--- config.mk ---
export PLATFORM = sky130hd
export DESIGN_NAME = button_event
export DESIGN_NICKNAME = d
export VERILOG_FILES = /design/src/rtl/button_event.sv
export SDC_FILE = /design/constraint.sdc
export NUM_CORES = 1
export LEC_CHECK = 0
export BUFFER_PORTS_ARGS = -buffer_cell sky130_fd_sc_hd__buf_2
export CAP_MARGIN = 20
export CORE_UTILIZATION = 43
export CTS_CLUSTER_SIZE = 14
export DETAILED_ROUTE_END_ITERATION = 7
export MAX_ROUTING_LAYER = met4
export SLEW_MARGIN = 25
export SYNTH_ARGS = -nofsm -noshare
export SYNTH_HDL_FRONTEND = slang
export SYNTH_SLANG_ARGS = --single-unit
export TNS_END_PERCENT = 100
--- constraint.sdc ---
create_clock -name clk_i -period 5.4 [get_ports clk_i]
set_input_delay 0.27 -clock clk_i [delete_from_list [all_inputs] [get_ports clk_i]]
set_output_delay 0.27 -clock clk_i [all_outputs]
set_load 0.05 [all_outputs]
--- src/rtl/button_event.sv ---
// ---------------------------------------------------------------------------
// button_event
//   Converts the debounced (asynchronous) button level into single-cycle
//   event pulses for downstream control logic: press, release, short click,
//   long press and auto-repeat while the button stays held.
//
// Parameters
//   CLKS_PER_MS : system clock cycles per millisecond
//   LONG_MS     : hold time in ms before a long press is declared (1..65535)
//   REPEAT_MS   : auto-repeat period in ms after a long press, 0 = no repeat
//
// Ports
//   clk_i         : system clock, rising-edge active
//   rst_ni        : asynchronous active-low reset
//   btn_db_i      : debounced button level (1 = pressed), asynchronous
//   held_o        : synchronised button level
//   press_o       : one-cycle pulse on the press edge
//   release_o     : one-cycle pulse on the release edge
//   click_o       : one-cycle pulse on release of a hold shorter than LONG_MS
//   long_press_o  : one-cycle pulse when the hold reaches LONG_MS
//   repeat_o      : one-cycle pulse every REPEAT_MS while in long-hold
// ---------------------------------------------------------------------------
module button_event #(
  parameter int unsigned CLKS_PER_MS = 100000,
  parameter int unsigned LONG_MS     = 1000,
  parameter int unsigned REPEAT_MS   = 200
) (
  input  logic clk_i,
  input  logic rst_ni,
  input  logic btn_db_i,
  output logic held_o,
  output logic press_o,
  output logic release_o,
  output logic click_o,
  output logic long_press_o,
  output logic repeat_o
);

  localparam int unsigned    PW       = (CLKS_PER_MS > 1) ? $clog2(CLKS_PER_MS) : 1;
  localparam logic [PW-1:0]  PRE_MAX  = PW'(CLKS_PER_MS - 1);
  localparam logic [15:0]    LONG_THR = 16'(LONG_MS);
  localparam logic [15:0]    REP_THR  = 16'(REPEAT_MS);
  localparam logic           REP_EN   = (REPEAT_MS != 0);

  typedef enum logic [1:0] {
    S_IDLE    = 2'd0,
    S_PRESSED = 2'd1,
    S_LONG    = 2'd2
  } state_e;

  // Synchroniser and edge history
  logic s1_q, s2_q, s3_q;
  logic rise, fall;

  // Timebase
  logic [PW-1:0] pre_q, pre_d;
  logic [15:0]   ms_q, ms_d, ms_inc;
  logic          ms_tick;

  // Control
  state_e state_q, state_d;
  logic   press_q, press_d;
  logic   release_q, release_d;
  logic   click_q, click_d;
  logic   long_q, long_d;
  logic   repeat_q, repeat_d;

  assign rise    = s2_q & ~s3_q;
  assign fall    = ~s2_q & s3_q;
  assign ms_tick = (pre_q == PRE_MAX);

  // Value the ms counter loads at the coming edge (saturating). Thresholds
  // are compared against this so the pulse registers on the very edge the
  // counter reaches the threshold, giving exactly N*CLKS_PER_MS cycles.
  always_comb begin
    ms_inc = ms_q;
    if (ms_tick && (ms_q != 16'hFFFF)) begin
      ms_inc = ms_q + 16'd1;
    end
  end

  always_comb begin
    state_d   = state_q;
    press_d   = 1'b0;
    release_d = 1'b0;
    click_d   = 1'b0;
    long_d    = 1'b0;
    repeat_d  = 1'b0;
    pre_d     = ms_tick ? '0 : pre_q + 1'b1;
    ms_d      = ms_inc;

    if (rise) begin
      pre_d = '0;
      ms_d  = '0;
    end

    unique case (state_q)
      S_IDLE: begin
        if (rise) begin
          press_d = 1'b1;
          state_d = S_PRESSED;
        end
      end
      S_PRESSED: begin
        // fall wins over a coincident threshold match
        if (fall) begin
          release_d = 1'b1;
          click_d   = 1'b1;
          state_d   = S_IDLE;
        end else if (ms_inc == LONG_THR) begin
          long_d  = 1'b1;
          ms_d    = '0;
          state_d = S_LONG;
        end
      end
      S_LONG: begin
        if (fall) begin
          release_d = 1'b1;
          state_d   = S_IDLE;
        end else if (REP_EN && (ms_inc == REP_THR)) begin
          repeat_d = 1'b1;
          ms_d     = '0;
        end
      end
      default: begin
        state_d = S_IDLE;
      end
    endcase
  end

  always_ff @(posedge clk_i or negedge rst_ni) begin
    if (!rst_ni) begin
      s1_q      <= 1'b0;
      s2_q      <= 1'b0;
      s3_q      <= 1'b0;
      pre_q     <= '0;
      ms_q      <= '0;
      state_q   <= S_IDLE;
      press_q   <= 1'b0;
      release_q <= 1'b0;
      click_q   <= 1'b0;
      long_q    <= 1'b0;
      repeat_q  <= 1'b0;
    end else begin
      s1_q      <= btn_db_i;
      s2_q      <= s1_q;
      s3_q      <= s2_q;
      pre_q     <= pre_d;
      ms_q      <= ms_d;
      state_q   <= state_d;
      press_q   <= press_d;
      release_q <= release_d;
      click_q   <= click_d;
      long_q    <= long_d;
      repeat_q  <= repeat_d;
    end
  end

  // s3 changes on the same edge that registers press/release
  assign held_o       = s3_q;
  assign press_o      = press_q;
  assign release_o    = release_q;
  assign click_o      = click_q;
  assign long_press_o = long_q;
  assign repeat_o     = repeat_q;

endmodule

==> results of run 1 <==
## per-layer routing
layer,up-vias,global-route usage,share of wire
li1,1170,-,-
met1,1158,0.296,0.50
met2,96,0.306,0.43
met3,10,0.0368,0.060
met4,0,0.0663,0.014
met5,-,-,0
## kinds of logic after synthesis
kind of cell	count (synthesis)	share of synthesized area
and+or+nand+nor	136	0.258
AOI/OAI and AO/OA	72	0.191
DFF	43	0.377
buffers and inverters	35	0.0527
xor gates and xnor gates	29	0.0891
adders and majority gates	5	0.0219
muxes	3	0.0105
## cells in the mapped netlist, drive strengths merged, types with 2 or more instances
library cell  count  share of area
dfrtp            43           0.38
nor2             33          0.043
nand2            28          0.037
o21ai            21          0.042
xor2             18          0.055
clkbuf           16          0.021
inv              15          0.020
nand3            14          0.025
nand4            13          0.031
xnor2            11          0.034
a211o            10          0.031
nor3              9          0.018
a21oi             7          0.012
nor4              7          0.018
o32a              6          0.022
and4              5          0.015
ha                5          0.022
or3               5          0.011
a31oi             4         0.0088
and3              4         0.0088
buf               4          0.012
nand2b            4         0.0088
a31o              3         0.0092
mux2i             3          0.011
o41ai             3          0.012
a211oi            2         0.0053
and2              2         0.0044
nor2b             2         0.0044
o22a              2         0.0061
o31ai             2         0.0053
or2               2         0.0044
or4               2         0.0079
or4b              2         0.0083
## worst max-delay path by stage
stage,start,end,slack (ns),depth (start not counted)
CTS,pre_q[5],ms_q[12],1.69,8
detailed placement,pre_q[5],ms_q[7],1.71,8
global placement,pre_q[5],ms_q[12],1.75,8
floorplan,pre_q[5],ms_q[5],2.20,8
finish,pre_q[5],ms_q[13],1.68,8
global route,pre_q[5],ms_q[15],1.39,8
## timing repair
item,in CTS,in global routing
hold endpoints to repair,0,7
resized for setup,0,0
hold buffers,0,1
## final cells by class
cell class	instances	area (sq um)
fill	598	3380
multi-input combinational	245	1630
sequential	43	1080
tap	77	96.3
clock buffer	6	82.6
inverter	15	56.3
timing repair buffer	9	52.6
clock inverter	2	16.3
## cells in the final DEF, fill, tap and decap left out, drive strengths merged, types with 3 or more instances in the layout
| master | count |
|---|---|
| dfrtp | 43 |
| nor2 | 33 |
| nand2 | 28 |
| o21ai | 21 |
| xor2 | 18 |
| inv | 15 |
| nand3 | 14 |
| nand4 | 13 |
| xnor2 | 11 |
| a211o | 10 |
| nor3 | 9 |
| buf | 8 |
| a21oi | 7 |
| nor4 | 7 |
| clkbuf | 6 |
| o32a | 6 |
| and4 | 5 |
| or3 | 5 |
| ha | 5 |
| and3 | 4 |
| nand2b | 4 |
| a31oi | 4 |
| mux2i | 3 |
| a31o | 3 |
| o41ai | 3 |
## registers in the layout, summed over array words and instances (netlist names)
register,cells
s2_q,1
held_o,1
click_o,1
state_q,2
press_o,1
long_press_o,1
s1_q,1
pre_q,17
repeat_o,1
release_o,1
ms_q,16
## power by group
part	internal, mW	switching (mW)	leakage [nW]	total, mW
sequential	0.341	0.0168	0.585	0.357
combinational	0.0371	0.103	0.526	0.140
clock	0.105	0.120	0.0474	0.224
total	0.482	0.240	1.16	0.722
## worst register-to-register path: cells and delay by family, from the launching register on
family          cells  cell delay, ns
simple gates        3            1.54
compound gates      5            1.59
flops               1            0.44
## through the flow
step / worst slack, ns / power, mW / cell area (sq um)
floorplan: 2.20 / 0.467 / 2850
global placement: 1.75 / 0.503 / 2890
detailed placement: 1.71 / 0.504 / 2890
CTS: 1.69 / 0.733 / 2990
global route: 1.39 / 0.763 / 3010
finish: 1.68 / 0.722 / 3010
==> run_results.csv, run 1 <==
group,metric,value,unit
global_routing,grt_pass1_vias,2341,
clock_network,clk_pin_slew,0.08,ns
finish,final_cells,397,
drt,drtAntennaViolNets,0,
worst_setup_path,r2r_cells,8,
timing,tightest_slew,0.832,ns
worst_setup_path,rrSetupSlack,1.68,ns
die,fp.dieH,83.4,um
run,drv_cap,0,
die,ios,9,
logic_synthesis,synth_edf_count,0,
clock_network,clk_latency,0.31,ns
drt,drt_iter0_markers,347,
global_routing,grt_max_degree,44,
die,die-area,0.00696,sq mm
logic_synthesis,synth.distinct_cells,60,
die,core_area,0.00639,sq mm
power,peakVddDrop,0.179,mV
worst_hold_path,min_path_cells,1,
worst_hold_path,min_from,"btn_db_i",
logic_synthesis,ys_warn_count,0,
logic_synthesis,synth_nets,331,
drt,drc,0,
placement,place_inst,388,
worst_hold_path,hold_path_class,"input port to flop",
logic_synthesis,ys_ff_latch,43,
die,rows,29,
timing,slew_violations,0,
power,cellLeakagePower,1.16,nW
global_routing,grt_pass1_wl,11500,um
worst_setup_path,criticalPathCategory,"flop to flop",
worst_setup_path,worst-path-max-fanout,15,
drt,drt-wirelength-per-cell,16.7,um
worst_setup_path,start_kind,"flop",
timing,skew,0.0202,ns
worst_setup_path,path_delay_family,"compound AO/OA/AOI/OAI gates",
power,p_per_area,240,mW/mm^2
timing,rsz0062_at_grt,"false",
placement,dp_hpwl,4680,um
timing,final.min_clock_period,3.72,ns
global_routing,overflow,0,
timing,fmax,269,MHz
worst_setup_path,crit_path_max_incr_delay,0.63,ns
timing,min_period_over_period,0.689,
placement,gp_congestion,0.925,
drt,routed-via-count,2434,
logic_synthesis,synth-main-ff-cell,"dfrtp_1",
clock_network,post_cts_buffers,0,
clock_network,h-tree-depth,2,
clock_network,cts.sinks,43,
drt,wl,6640,um
placement,portBuffers,8,
logic_synthesis,synth_cells,323,
worst_setup_path,cp.required,5.55,ns
worst_setup_path,timing.rr.end,"ms_q[13]",
worst_setup_path,worstReg2RegStart,"pre_q[5]",
clock_network,cts_tree,"yes",
global_routing,grt_antenna_before_repair,0,
finish,syn_to_final_growth,5.40,%
finish,final_util,0.471,
logic_synthesis,async_flop_share,1.00,
logic_synthesis,synth_area_per_cell,8.83,sq um
worst_setup_path,endpoint_kind,"flop",
run_status,status,"finished clean",
timing,whs,0.0745,ns
logic_synthesis,yosysSeqAreaShare,0.377,
timing,finalHoldViolations,0,
timing,fin_setup_tns,0,ns
worst_hold_path,min_to,"s1_q",
die,die_x,83.4,um
finish,antenna_cells,0,
clock_network,clockBufferDepth,2,
worst_setup_path,slowest_stage,"or4_4",
worst_setup_path,cp_cell_sequence,"or4b_4 -> or4_4 -> a2111oi_1 -> o21bai_1 -> nor4_2 -> a41oi_1 -> o21ai_2 -> o21ai_0",
die,initial_core_util,0.447,
timing,setup_viol,0,
finish,fin_nets,327,
drt,dr.pass1.iters,5,
logic_synthesis,syn-cell-area,0.00285,sq mm
clock_network,clockRootBuffer,"clkbuf_8",
drt,vias_per_cell,6.13,
clock_network,cts_made_buffers,5,
finish,drive_gt1_frac,0.106,
worst_setup_path,worstPathArrival,3.87,ns
global_routing,track_usage,0.209,
worst_setup_path,critical_path_buf_inv_count,0,
timing,slew_headroom,0.440,
Power figures use the tool's default switching activity.
==> run 2, diff against run 1 <==
==> constraint.sdc (replaced) <==
create_clock -name clk_i -period 3.8 [get_ports clk_i]
set_input_delay 0.19 -clock clk_i [delete_from_list [all_inputs] [get_ports clk_i]]
set_output_delay 0.19 -clock clk_i [all_outputs]
set_load 0.05 [all_outputs]
==> run 2 against run 1 <==
Net effect: sequential share of layout area is 0.94 points lower; worst setup slack worse by 1.5 ns; critical path type unchanged; fmax is 1.7% higher; final cell count is 1.5% higher; clock power is 88% higher.
==> run_results.csv, run 2 (synthesized netlist as in run 1, its figures left out) <==
group,metric,value,unit
power,p_int,806,uW
timing,final.min_clock_period,3.66,ns
clock_network,h-tree-depth,2,
worst_setup_path,worstPathArrival,3.83,ns
drt,vias_per_cell,6.04,
worst_setup_path,r2r_cells,8,
run_status,status,"finished clean",
worst_setup_path,path_common_cell,"or4_4",
finish,antenna_cells,0,
power,netSwitchingFraction,0.292,
drt,wl_met3,209,um
worst_setup_path,crit_path_max_incr_delay,0.63,ns
clock_network,cts_made_buffers,5,
power,seqPwrFrac,0.447,
global_routing,grt_antenna_before_repair,0,
drt,drtAntennaViolNets,0,
worst_setup_path,criticalPathCategory,"flop to flop",
drt,wl_met1,3490,um
finish,drive_gt1_frac,0.117,
worst_hold_path,min_from,"s1_q",
die,die_x,83.4,um
global_routing,track_usage,0.214,
placement,portBuffers,8,
worst_setup_path,cp_cell_sequence,"or4b_4 -> or4_4 -> a2111oi_1 -> nor2_1 -> or4_4 -> o21ai_4 -> a211o_1 -> o21ai_0",
worst_hold_path,min_path_cells,0,
clock_network,clk_latency,0.29,ns
die,fp.dieH,83.4,um
drt,drc,0,
drt,drt-wirelength-per-cell,16.8,um
die,core_area,0.00639,sq mm
timing,setup_viol,0,
clock_network,clockBufferDepth,2,
worst_setup_path,worst-path-max-fanout,15,
global_routing,overflow,0,
drt,dr.pass1.iters,4,
timing,min_period_over_period,0.962,
power,cellLeakagePower,1.21,nW
finish,finish.instance_area,0.00309,sq mm
finish,top_register,"pre_q",
global_routing,grt_pass1_vias,2321,
worst_setup_path,slowest_stage,"or4_4",
timing,slew_violations,0,
finish,largest_register_ffs,17,
worst_setup_path,rrSetupSlack,0.14,ns
timing,fmax,274,MHz
clock_network,cts_tree,"yes",
timing,slew_headroom,0.613,
power,p_comb_frac,0.183,
timing,fin_setup_tns,0,ns
worst_setup_path,start_kind,"flop",
finish,syn_to_final_growth,8.25,%
worst_setup_path,cp.required,3.97,ns
finish,fin_nets,333,
clock_network,cts.sinks,43,
die,ios,9,
power,pwr-share-clk,0.371,
placement,dp_hpwl,4820,um
power,peakVddDrop,0.267,mV
drt,highest-signal-layer,"met4",
finish,final_cell_mix,"43 x dfrtp_1, 33 x nor2_1, 28 x nand2_1",
die,die-area,0.00696,sq mm
die,rows,29,
timing,tightest_slew,0.572,ns
worst_hold_path,min_to,"s2_q",
worst_setup_path,worstReg2RegStart,"pre_q[5]",
drt,wl,6770,um
global_routing,grt_pass1_wl,11700,um
clock_network,clk_pin_slew,0.08,ns
timing,rsz0062_at_grt,"false",
timing,finalHoldViolations,0,
clock_network,clockRootBuffer,"clkbuf_8",
timing,skew,0.00739,ns
die,initial_core_util,0.447,
drt,wl_met2,2930,um
placement,placed_cell_area,0.00293,sq mm
finish,final_common_cell,"dfrtp_1",
timing,whs,0.354,ns
placement,gp_congestion,0.865,
power,power_switching,332,uW
worst_hold_path,hold_path_class,"flop to flop",
worst_setup_path,endpoint_kind,"flop",
drt,drt_iter0_markers,323,
drt,routed-via-count,2433,
clock_network,cts.repair.resized,0,
power,p_per_area,369,mW/mm^2
finish,biggestRegsByFlops,"pre_q x17, ms_q x16, state_q x2",
run,drv_cap,0,
global_routing,grt_max_degree,44,
worst_setup_path,timing.rr.end,"ms_q[15]",
-- run 2: cell types whose count changed in the layout (fill, tap and decap cells not counted), sizes merged --
cell	before	now
buf	8	13
clkinvlp	1	0
dlygate4sd3	1	2
clkinv	1	0
bufinv	0	2
-- run 2: worst max-delay path by stage --
stage                   from  endpoint  slack, ns
global placement    pre_q[5]  ms_q[13]       0.29
finish              pre_q[5]  ms_q[15]       0.14
detailed placement  pre_q[5]   ms_q[7]       0.19
CTS                 pre_q[5]  ms_q[15]       0.16
floorplan           pre_q[5]   ms_q[5]       0.60
global route        pre_q[5]  ms_q[13]    0.00005
-- run 2: power groups by stage --
| stage | registers (mW) | clock network (mW) | logic, mW |
|---|---|---|---|
| 2_1_floorplan | 0.529 | 0 | 0.134 |
| 3_3_place_gp | 0.516 | 0 | 0.202 |
| 3_5_place_dp | 0.517 | 0 | 0.204 |
| 4_1_cts | 0.508 | 0.436 | 0.205 |
| 5_1_grt | 0.513 | 0.455 | 0.233 |
| 6_report | 0.508 | 0.422 | 0.208 |
-- run 2: per-layer routing --
layer  GRT usage  vias up
met5           -        -
met4      0.0616        0
met3      0.0278       14
met2       0.318       40
met1       0.308     1196
li1            -     1183
-- run 2: cell type report --
| type | count | area, sq um |
|---|---|---|
| fill | 630 | 3300 |
| multi-input combinational | 245 | 1630 |
| sequential | 43 | 1080 |
| timing repair buffer | 15 | 100 |
| tap | 77 | 96.3 |
| clock buffer | 6 | 72.6 |
| clock inverter | 2 | 60.1 |
| inverter | 15 | 56.3 |
-- run 2: metrics by stage --
| stage | instances | worst slack (ns) | power, mW | utilization |
|---|---|---|---|---|
| floorplan | 323 | 0.601 | 0.663 | - |
| global placement | 393 | 0.291 | 0.718 | 0.459 |
| detailed placement | 393 | 0.193 | 0.720 | 0.459 |
| CTS | 402 | 0.162 | 1.15 | 0.481 |
| global route | 403 | 0.0000537 | 1.20 | 0.483 |
| finish | 403 | 0.145 | 1.14 | 0.483 |
-- run 2: timing repair --
item,CTS,global route
buffers inserted,0,0
endpoints found under the hold margin,1,43
hold buffers,1,1
-- run 2: critical path: cells and delay by family, from the launching register on --
| kind | cells | cell delay, ns |
|---|---|---|
| simple gates | 4 | 1.86 |
| compound gates | 4 | 1.23 |
| flops | 1 | 0.44 |
